<file path="src/rtl/crc24_check.sv">
// crc24_check: receive-side BLE CRC-24 checker.
// The PDU bits run through the CRC-24 LFSR. The 24 trailing received CRC bits
// are then compared MSB first against the remainder as it shifts out of lfsr[23].
module crc24_check #(
    parameter int CRC_STATE_BIT_WIDTH = 24,
    parameter int LEN_BIT_WIDTH       = 12
) (
    input  logic                           clk,
    input  logic                           rst,
    input  logic [CRC_STATE_BIT_WIDTH-1:0] crc_state_init_bit,
    input  logic [LEN_BIT_WIDTH-1:0]       pdu_bit_len,
    input  logic                           start,
    input  logic                           data_in,
    input  logic                           data_in_valid,
    output logic                           busy,
    output logic                           crc_done,
    output logic                           crc_ok,
    output logic [4:0]                     crc_err_cnt,
    output logic [CRC_STATE_BIT_WIDTH-1:0] lfsr
);

    // The counter is shared between PDU bit counting and CRC bit counting.
    // It must reach 23 even when the length field is narrow.
    localparam int CNT_W = (LEN_BIT_WIDTH > 5) ? LEN_BIT_WIDTH : 5;

    // Feedback taps x^24+x^10+x^9+x^6+x^4+x^3+x+1. Bit 0 takes the feedback bit directly.
    localparam logic [23:0] POLY = 24'h00065B;

    typedef enum logic [1:0] {
        IDLE = 2'd0,
        PDU  = 2'd1,
        CRC  = 2'd2
    } state_t;

    state_t             state;
    logic [CNT_W-1:0]   bit_cnt;
    logic [CNT_W-1:0]   len_m1;
    logic [LEN_BIT_WIDTH-1:0] len_q;
    logic [4:0]         mis_cnt;
    logic [4:0]         mis_nxt;
    logic               new_bit;
    logic               mismatch;
    logic [23:0]        lfsr_pdu;
    logic [23:0]        init_swap;

    // Next-state terms for the LFSR update and for the CRC compare.
    always_comb begin
        init_swap = {crc_state_init_bit[7:0], crc_state_init_bit[15:8],
                     crc_state_init_bit[23:16]};
        new_bit   = lfsr[23] ^ data_in;
        lfsr_pdu  = {lfsr[22:0], 1'b0} ^ ({24{new_bit}} & POLY);
        mismatch  = lfsr[23] ^ data_in;
        mis_nxt   = mis_cnt + 5'(mismatch);
        len_m1    = CNT_W'(len_q) - CNT_W'(1);
    end

    // Packet FSM. A start pulse takes priority over everything else, including a final CRC bit.
    always_ff @(posedge clk or negedge rst) begin
        if (!rst) begin
            state       <= IDLE;
            lfsr        <= '0;
            bit_cnt     <= '0;
            len_q       <= '0;
            mis_cnt     <= '0;
            busy        <= 1'b0;
            crc_done    <= 1'b0;
            crc_ok      <= 1'b0;
            crc_err_cnt <= '0;
        end else begin
            crc_done <= 1'b0;
            if (start) begin
                lfsr        <= init_swap;
                bit_cnt     <= '0;
                mis_cnt     <= '0;
                len_q       <= pdu_bit_len;
                crc_ok      <= 1'b0;
                crc_err_cnt <= '0;
                busy        <= 1'b1;
                state       <= (pdu_bit_len != '0) ? PDU : CRC;
            end else if (data_in_valid) begin
                case (state)
                    PDU: begin
                        lfsr <= lfsr_pdu;
                        if (bit_cnt == len_m1) begin
                            bit_cnt <= '0;
                            state   <= CRC;
                        end else begin
                            bit_cnt <= bit_cnt + CNT_W'(1);
                        end
                    end
                    CRC: begin
                        lfsr <= {lfsr[22:0], 1'b0};
                        if (bit_cnt == CNT_W'(23)) begin
                            bit_cnt     <= '0;
                            mis_cnt     <= '0;
                            state       <= IDLE;
                            busy        <= 1'b0;
                            crc_done    <= 1'b1;
                            crc_ok      <= (mis_nxt == 5'd0);
                            crc_err_cnt <= mis_nxt;
                        end else begin
                            bit_cnt <= bit_cnt + CNT_W'(1);
                            mis_cnt <= mis_nxt;
                        end
                    end
                    default: begin
                        // IDLE: received bits are ignored and the LFSR holds its value.
                    end
                endcase
            end
        end
    end

endmodule

</file>
<file path="config.mk">
export PLATFORM = sky130hd
export DESIGN_NAME = crc24_check
export DESIGN_NICKNAME = d
export VERILOG_FILES = /design/src/rtl/crc24_check.sv
export SDC_FILE = /design/constraint.sdc
export NUM_CORES = 1
export LEC_CHECK = 0
export CAP_MARGIN = 40
export CORE_ASPECT_RATIO = 0.8
export CORE_MARGIN = 4
export CORE_UTILIZATION = 30
export DETAILED_ROUTE_END_ITERATION = 6
export GPL_ROUTABILITY_DRIVEN = 0
export PLACE_DENSITY_LB_ADDON = 0.08
export SLEW_MARGIN = 10
export SYNTH_ARGS = -nofsm -noshare
export SYNTH_HDL_FRONTEND = slang
export SYNTH_SLANG_ARGS = --single-unit
</file>
<file path="constraint.sdc">
create_clock -name clk -period 4 [get_ports clk]
set_input_delay 0.4 -clock clk [delete_from_list [all_inputs] [get_ports clk]]
set_output_delay 0.4 -clock clk [all_outputs]
set_load 0.005 [all_outputs]
</file>
==> impl_metrics.env <==
export IMPL_core_rowCount=34
export IMPL_grt_max_degree=38
export IMPL_multi_input_area_um2=1787
export IMPL_cts_buffers=9
export IMPL_synth_ff_latch_count=63
export IMPL_fp_dieW_um=128.5
export IMPL_post_cts_buffers=0
export IMPL_num_io_pins=73
export IMPL_startpoint_type="flop"
export IMPL_grt_setup_unrepaired="false"
export IMPL_first_global_vias=3062
export IMPL_syn_area_um2=3487
export IMPL_stdcell_area_um2=4707
export IMPL_power_density_nw_per_um2=457.1
export IMPL_syn_num_nets=420
export IMPL_postRouteAntennaNets=0
export IMPL_drive_gt1_share_pct=8.241
export IMPL_antenna_found_initial=0
export IMPL_cts_root_buffer="clkbuf_16"
export IMPL_dpl_hpwl_mm=6.985
export IMPL_syn_inst=375
export IMPL_r2r_start="len_q[0]"
export IMPL_post_synth_cell_area_avg_um2=9.299
export IMPL_cts_path_max_buffers=2
export IMPL_vias=2987
export IMPL_core_area_um2=11100
export IMPL_fin_crit_ps=3110
export IMPL_drtIter0Drc=233
export IMPL_setup_viol=0
export IMPL_cts_reportedPaths_clkPinSlew_ps=50
export IMPL_antennaDiodeCount=0
export IMPL_cts_tree="done"
export IMPL_synthDistinctLibCells=44
export IMPL_max_freq_mhz=321.5
export IMPL_drt_pass1_iter_count=4
export IMPL_relSlewSlack_pct=43.63
export IMPL_grt_pass1_wl_mm=15.86
export IMPL_wl_mm=9.468
export IMPL_regArea_um2=1577
export IMPL_postCtsResizedCells=0
export IMPL_finish_net_count=489
export IMPL_drv_slew=0
export IMPL_synth_main_ff_cell="dfrtp_1"
export IMPL_critPathCaptureType="flop"
export IMPL_path_max_fanout=10
export IMPL_die_area_um2=13420
export IMPL_rr_worst_depth=9
export IMPL_area_delta_synth_final_pct=34.98
export IMPL_finalCritPeriodShare_pct=77.76
export IMPL_initial_core_util_pct=31.41
export IMPL_fin_tns_setup_ps=0
export IMPL_skew_ps=6.347
export IMPL_clk_latency_ps=320
export IMPL_io_buffers=72
export IMPL_htreeDepth=3
export IMPL_synth_async_reset_ratio_pct=100.0
export IMPL_irDropWorstVdd_uv=242.6
export IMPL_power_leakage_nw=1.880
export IMPL_critPathKind="flop to flop"
export IMPL_yosysWarnings=0
export IMPL_post_drt_wl_per_cell_um=15.97
export IMPL_nFillCells=1104
export IMPL_hold_viol=0
export IMPL_die_height_um=104.4
export IMPL_critPathMaxStageDelay_ps=480
export IMPL_status="completed"
export IMPL_synth_enable_flop_cells=0
export IMPL_drv_cap=0
export IMPL_hold_path_class="primary input to async pin"
export IMPL_worstMarginPinSlew_ps=843.7
export IMPL_placed_area_um2=4357
export IMPL_final_core_utilization_pct=42.39
export IMPL_path_cells="inv_1, ha_1, or3b_2, or4_1, a22o_1, a2111oi_4, o2111ai_4, nand4_2, o22ai_1"
export IMPL_vias_per_cell=5.037
export IMPL_cp_arrival_ps=3310
export IMPL_worst_ep_required_time_ps=4200
export IMPL_gr_total_overflow=0
export IMPL_drc=0
export IMPL_seq_area_frac_synth_pct=45.21
export IMPL_r2r_end="bit_cnt[2]"
export IMPL_timing_reg2reg_setup_slack_ps=890
export IMPL_grt_usage_pct=14.67
export IMPL_crit_slowest_cell="or3b_2"
export IMPL_clkSinkCount=63
==> worst max-delay path, delay by kind of cell, from the launching register on <==
family | cells | cell delay, ps
AO/OA/AOI/OAI | 4 | 980
flip-flops | 1 | 400
AND/OR/NAND/NOR | 3 | 1240
adder cells (fa/ha/maj) | 1 | 270
buffers and inverters | 1 | 80
==> worst max path at each step <==
| stage | from | endpoint | slack, ps | cells past startpoint |
|---|---|---|---|---|
| after floorplan | len_q[0] | bit_cnt[2] | 1170 | 9 |
| after global placement | len_q[0] | bit_cnt[10] | 940 | 9 |
| after detailed placement | len_q[0] | bit_cnt[10] | 900 | 9 |
| after CTS | len_q[0] | bit_cnt[10] | 890 | 9 |
| after global routing | len_q[0] | bit_cnt[10] | 700 | 9 |
| final | len_q[0] | bit_cnt[2] | 890 | 9 |
==> sequential cells by signal, summed over array words and instances (netlist names) <==
signal and cells:
crc_done 1, crc_err_cnt 5, bit_cnt 12, lfsr 24
busy 1, state 2, crc_ok 1, mis_cnt 5
len_q 12
==> power by group <==
| group | leakage, nW | internal (mW) | switching (mW) | total (mW) |
|---|---|---|---|---|
| Combinational | 0.916 | 0.248 | 0.203 | 0.450 |
| Sequential | 0.800 | 0.719 | 0.0842 | 0.803 |
| Clock | 0.164 | 0.626 | 0.272 | 0.898 |
==> cell usage after synthesis (8+ instances only) <==
library cell	instances	share of area (%)
a41oi_1	8	2.0
or3_1	10	1.8
nand2_1	58	6.2
a21oi_1	19	2.7
o21ai_0	31	4.4
mux2i_1	18	5.2
dfrtp_1	63	45
o22ai_1	8	1.4
xnor2_1	8	2.0
nand3_1	10	1.4
inv_1	14	1.5
xor2_1	13	3.3
clkbuf_1	15	1.6
mux2_2	11	3.6
nor2_1	19	2.0
==> metrics by stage <==
stage	power (mW)	cells	hold slack [ps]	setup WS, ps
floorplan	1.021	375	104.4	1173
global placement	1.264	575	470.9	939.7
global route	2.272	593	447.7	695.9
finish	2.152	593	432.9	889.8
detailed placement	1.271	576	233.1	902.6
CTS	2.184	593	440.5	889.8
==> repair_timing <==
action | in CTS | in global routing
hold endpoints to repair | 3 | 0
setup endpoints to repair | 0 | 0
hold buffers | 1 | 0
==> cell type report <==
class                           count  area share, %
Clock buffer                       13          5.316
Sequential cell                    63          33.49
Inverter                           14          1.116
Tap cell                          144          3.828
Multi-Input combinational cell    278          37.96
Timing Repair Buffer               78          16.37
Clock inverter                      3          1.914
==> logic make-up (layout without fill, tap and decap cells) <==
| family | count (synthesis) | after routing | synth area share (%) |
|---|---|---|---|
| xor+xnor | 21 | 21 | 5.275 |
| mux | 30 | 30 | 9.042 |
| compound gates | 86 | 86 | 15.97 |
| simple gates | 137 | 137 | 19.20 |
| flops | 63 | 63 | 45.21 |
| fa+ha+maj | 4 | 4 | 1.435 |
| buf+inv | 34 | 108 | 3.875 |
==> placed cells by master (no fill, tap or decap), types with 2 or more instances in the layout <==
cell type	synthesis	layout
a21oi_1	19	18
a31oi_1	3	3
nor3_1	7	7
dfrtp_1	63	63
nor4b_1	2	2
o21a_1	2	2
o21ai_1	3	3
nor4_1	6	6
a41oi_1	8	8
clkbuf_1	15	3
bufinv_16	0	3
xnor2_1	8	8
nand3b_1	3	3
mux2i_1	18	18
ha_1	4	4
nand2b_1	5	5
and3_1	3	3
nand3_1	10	10
nand4_1	3	3
clkdlybuf4s50_1	0	70
a22o_1	5	5
inv_1	14	14
or4_1	3	3
nor2_1	19	19
mux2_2	11	11
buf_2	0	2
buf_4	0	4
xor2_1	13	13
nand2_1	58	58
nor3b_1	2	2
o21ai_0	31	31
or3_1	10	10
o22ai_1	8	8
o31ai_1	2	2
clkbuf_16	0	9
==> layer usage <==
metal	vias to the layer above	wire, µm	part of all wire (%)	track usage (%)
met5	-	0	0	0
met2	63	3951	42	20.67
met4	0	92	0.97	4.048
li1	1481	-	-	-
met1	1437	4932	52	21.62
met3	6	491	5.2	4.415
No activity file was read; power rests on OpenSTA's default activity.
